### config.mk
export PLATFORM = sky130hd
export DESIGN_NAME = updown_mod_counter
export DESIGN_NICKNAME = d
export VERILOG_FILES = /design/src/rtl/updown_mod_counter.sv
export SDC_FILE = /design/constraint.sdc
export NUM_CORES = 1
export LEC_CHECK = 0
export CORE_AREA = 2 2 39 41
export CTS_CLUSTER_DIAMETER = 60
export DETAILED_ROUTE_END_ITERATION = 16
export DIE_AREA = 0 0 41 43
export SLEW_MARGIN = 20
export SYNTH_ARGS = -nofsm -noshare
export SYNTH_HDL_FRONTEND = slang
export SYNTH_SLANG_ARGS = --single-unit
export TNS_END_PERCENT = 20
### constraint.sdc
create_clock -name clk -period 1.7 [get_ports clk]
set_input_delay 0.34 -clock clk [delete_from_list [all_inputs] [get_ports clk]]
set_output_delay 0.34 -clock clk [all_outputs]
set_load 0.01 [all_outputs]
### src/rtl/updown_mod_counter.sv
// Parametrised up/down counter with programmable modulus, parallel load and wrap/saturate mode.
// Flags: tc (combinational terminal count), wrap (one-cycle pulse), sat (held at limit).
module updown_mod_counter #(
  parameter int unsigned WIDTH     = 4,
  parameter int unsigned MAX_COUNT = (2 ** WIDTH) - 1,
  parameter bit          SATURATE  = 1'b0
) (
  input  logic             clk,
  input  logic             reset,
  input  logic             enable,
  input  logic             dir,
  input  logic             load,
  input  logic [WIDTH-1:0] load_value,
  output logic [WIDTH-1:0] count,
  output logic             tc,
  output logic             wrap,
  output logic             sat
);

  localparam logic [WIDTH-1:0] MAX_C = WIDTH'(MAX_COUNT);

  logic [WIDTH-1:0] count_q, count_d;
  logic             wrap_q, wrap_d;
  logic             sat_q, sat_d;
  logic             at_max, at_zero;

  assign at_max  = (count_q == MAX_C);
  assign at_zero = (count_q == '0);

  always_comb begin
    count_d = count_q;
    wrap_d  = 1'b0;
    sat_d   = sat_q;
    if (load) begin
      count_d = (load_value > MAX_C) ? MAX_C : load_value;
      sat_d   = 1'b0;
    end else if (enable) begin
      if (dir) begin
        if (!at_max) begin
          count_d = count_q + WIDTH'(1);
          sat_d   = 1'b0;
        end else if (SATURATE) begin
          sat_d = 1'b1;
        end else begin
          count_d = '0;
          wrap_d  = 1'b1;
        end
      end else begin
        if (!at_zero) begin
          count_d = count_q - WIDTH'(1);
          sat_d   = 1'b0;
        end else if (SATURATE) begin
          sat_d = 1'b1;
        end else begin
          count_d = MAX_C;
          wrap_d  = 1'b1;
        end
      end
    end
  end

  always_ff @(posedge clk) begin
    if (reset) begin
      count_q <= '0;
      wrap_q  <= 1'b0;
      sat_q   <= 1'b0;
    end else begin
      count_q <= count_d;
      wrap_q  <= wrap_d;
      sat_q   <= sat_d;
    end
  end

  assign count = count_q;
  assign wrap  = wrap_q;
  assign sat   = SATURATE ? sat_q : 1'b0;
  assign tc    = enable & ((dir & at_max) | (~dir & at_zero));

endmodule

Word level (Yosys, flattened, before mapping) --
Cells that the tools add are included.
Word-level totals: register bits 5, output and inout bits 7, logic and storage cells 24
Operators by class: $add $sub $neg 2, magnitude comparators 1, equal/unequal tests 1, multiplexer cells 9, bitwise gates (word level) 6, reductions and logical operators 3
Operators by type and width (count):
- two-way mux 4 bit | 6
- adder 4 x 1 -> 4 bit, second input constant | 1
- equality test 4 bit, second input constant | 1
- greater-than comparator 4 bit, second input constant | 1
- logical NOT 4 bit | 1
- subtractor 4 x 1 -> 4 bit, second input constant | 1
- AND 1 bit | 3
- two-way mux 1 bit | 3
- OR reduction 3 bit | 1
- NOT 1 bit | 2
- nonzero test 2 bit | 1
- bitwise OR 1 bit | 1

Logic depth before layout (Yosys ltp) --
word-level depth 5, mapped depth 6

Worst setup path after synthesis --
Ideal clock, no wire load.
path kind register to output, from register count_q[0], in the netlist count[0], to output tc, data arrival time 1157 ps, data required time 1360 ps, slack 203 ps, stages on the path, launching flop included 7, cells stage by stage dfxtp_1 inv_1 ha_1 nand2b_1 nor3_1 a41oi_1 nor2b_1
Between the ends: cells in the longest elaborated chain, start to end 4, elaborated cells between the ends (all ways) 6
Ends and longest elaborated chain:
- from (decl) | line 22 | logic [WIDTH-1:0] count_q, count_d;
- from (signal assigned) | line 68 | count_q <= count_d;
- equality test 4 bit / logical NOT 4 bit (equally long branches) | line 27, 28
- AND 1 bit | line 77 | assign tc = enable & ((dir & at_max) | (~dir & at_zero));
- bitwise OR 1 bit * | line 77
- AND 1 bit * | line 77
- to (decl) | line 15 | output logic tc,
Mark *: on every way between the ends. The rest lies on a longest branch, timed or not.

Worst setup path after layout --
from register count_q[1], in the netlist count[1], to output tc
Same word-level chain as after synthesis.

==> out/metrics.csv <==
metric,value,unit
status,finished clean,
ant_nets,0,
grt_pass1_wl,1731,um
grt_pass1_vias,386,
ys_ff_latch,5,
ff_latch_area,103.9,um^2
place_congestion,0.7453,
dieArea,0.001763,mm^2
cts_tree,done,
min_period_over_period,0.9899,
syn-mean-instance-area,8.091,um^2
layout-drive-gt1-share,0.3662,
use_met2,0.2250,
irDropWorstVdd,0.0003158,V
required,1.36,ns
vias,412,
max_freq,0.5943,GHz
top_usage_layer,met2,
crit_fanout,3,
via_per_inst,4.736,
antennaDiodeCount,0,
hold_path_class,flip-flop to flip-flop,
post-route-min-period,1.683,ns
gr-usage-met1,0.1859,
met3_usage,0.06283,
clk_latency,0.25,ns
die_height,43,um
r2r-end,count[3],
setup_tns,0,ns
fill_cells,134,
initial_core_util,0.2631,
die_w,41,um
pre_cts_ws,-0.4997,ns
core,0.001384,mm^2
dpl.hpwl,724.7,um
antenna_found_initial,0,
syn_to_final_growth,84.19,%
cts_max_level,1,
grt_max_degree,11,
power.leakage,0.2726,nW
crit_arrival,1.34,ns
final_hold_viol_count,0,
ios,16,
slew_violations,0,
synth.yosys.seq_area_share,0.2749,
cts-root-buf,clkbuf_4,
ff2ff_setup_slack,0.15,ns
layout_setup_ws,0.01721,ns
crit_start,count[1],
power-per-cell-area,661.9,mW/mm^2
cp-start-kind,flip-flop,
wl,1093,um
grt_overflow_total,0,
final_nets,83,
path_clk_slew,0.05,ns
multi_input_area,289.0,um^2
syn-num-nets,56,
rows,14,
skew,0.005883,ns
drc,0,
synthDistinctLibCells,26,
syn_area,364.1,um^2
end_kind,output port,
whs,0.6462,ns
finalSetupViolCount,0,
syn_inst,45,
dr.pass1.iters,4,
clkSinkCount,5,
r2r_cells,5,
r2r_start,count[3],
rsz0062_at_grt,yes,
port_buffers,14,
cts_inserted_buffers,3,
clockBufferDepth,2,
drt-initial-drc-count,5,
yosysWarningCount,0,
crit_end,tc,
critical_path_class,flip-flop to output port,
grt.total_usage,0.1575,
max_cap_violations,0,
wl_per_cell,12.56,um
==> sequential cells by signal (all words and copies together), names as in the netlist <==
register / flops
wrap: 1
count: 4
==> critical path, cell delays in order, from the launching register on <==
cell and delay [ns]:
dfxtp_2 0.34, inv_2 0.06, ha_4 0.17, nand2b_4 0.08, nor3_4 0.04, a41oi_2 0.20, nor2b_1 0.07, buf_2 0.14
==> area by class of cell <==
type,count,share of cell area
Sequential cell,5,0.1549
Inverter,3,0.01679
Timing Repair Buffer,25,0.3284
Multi-Input combinational cell,34,0.4310
Tap cell,16,0.02985
Clock buffer,4,0.03918
==> report_power, final <==
group	switching, mW	internal (mW)
clock	0.0567	0.0892
combinational	0.0658	0.0947
sequential	0.0103	0.127
==> through the flow <==
step	utilization	std cells	total power, mW	cell area, um^2
after global placement	0.4168	81	0.2675	576.8
after CTS	0.4611	85	0.4303	638.1
after detailed placement	0.4168	81	0.2687	576.8
after floorplan	-	45	0.1994	364.1
after global routing	0.4846	87	0.4766	670.6
final	0.4846	87	0.4439	670.6
==> repair_timing <==
action,in CTS,in global routing
setup buffers,0,2
pin swaps,1,1
hold buffers,0,0
endpoints found under the hold margin,0,0
gates resized for setup,16,3
setup endpoints to repair,1,2
==> synth_stat cells <==
cell type | instances | area, um^2
a21o_2 | 1 | 8.760
o311a_1 | 1 | 10.01
ha_1 | 2 | 25.02
o221ai_1 | 1 | 8.760
nor2b_1 | 3 | 18.77
buf_4 | 1 | 7.510
a41oi_1 | 1 | 8.760
a21boi_0 | 2 | 15.01
nor2_1 | 3 | 11.26
nor4b_1 | 1 | 8.760
clkbuf_1 | 2 | 7.510
nand2_1 | 2 | 7.510
dfxtp_1 | 5 | 100.1
nand2b_1 | 2 | 12.51
o31ai_1 | 1 | 7.510
a21oi_1 | 4 | 20.02
nor3_1 | 1 | 5.000
nor3b_1 | 1 | 7.510
mux2i_1 | 1 | 10.01
inv_1 | 3 | 11.26
conb_1 | 1 | 3.750
or4b_1 | 1 | 10.01
o21a_1 | 1 | 7.510
xor2_1 | 1 | 8.760
o21ai_0 | 1 | 5.000
xnor2_1 | 2 | 17.52
==> cell usage in the layout (no fill, tap or decap) <==
master and n:
nor3b_1 1, o221ai_1 1, o21a_1 1, mux2i_1 1, o21ai_0 1, clkbuf_1 1
inv_2 2, inv_1 1, a21o_2 1, o311a_1 1, conb_1 1, buf_6 1
nor2_1 3, nor4b_1 1, clkbuf_4 3, dfxtp_1 2, a21oi_1 4, xor2_1 1
a41oi_2 1, o31ai_1 1, buf_2 1, nor3_4 1, dfxtp_2 3, nand2_1 2
clkdlybuf4s50_1 12, nand2b_1 1, nand2b_4 1, a21boi_0 2, or4b_1 1, xnor2_1 2
ha_4 2, nor2b_1 3, buf_4 10, dlygate4sd2_1 1
==> logic make-up (layout without fill, tap and decap cells) <==
| family | count (synthesis) | count (layout) | share of synthesized area |
|---|---|---|---|
| compound gates | 13 | 13 | 0.2509 |
| mux | 1 | 1 | 0.02749 |
| xor+xnor | 3 | 3 | 0.07218 |
| simple gates | 14 | 14 | 0.2234 |
| other cells | 1 | 1 | 0.01030 |
| fa+ha+maj | 2 | 2 | 0.06872 |
| flops | 5 | 5 | 0.2749 |
| buf+inv | 6 | 32 | 0.07218 |
==> how the worst min path moves through the flow <==
stage / startpoint / end / slack, ns / cells past startpoint
floorplan: reset / count[3] / 0.41 / 1
global placement: count[2] / count[2] / 0.63 / 2
detailed placement: count[2] / count[2] / 0.62 / 2
CTS: count[3] / wrap / 0.65 / 2
global route: count[2] / count[2] / 0.69 / 2
finish: count[2] / count[2] / 0.65 / 2
==> metal layers <==
metal  part of all wire  wire length [um]  up-vias
li1                   -                 -      210
met1               0.43               475      193
met2               0.52               571        7
met3              0.033                36        2
met4             0.0091                10        0
met5                  0                 0        -
No activity file was read; power rests on OpenSTA's default activity.
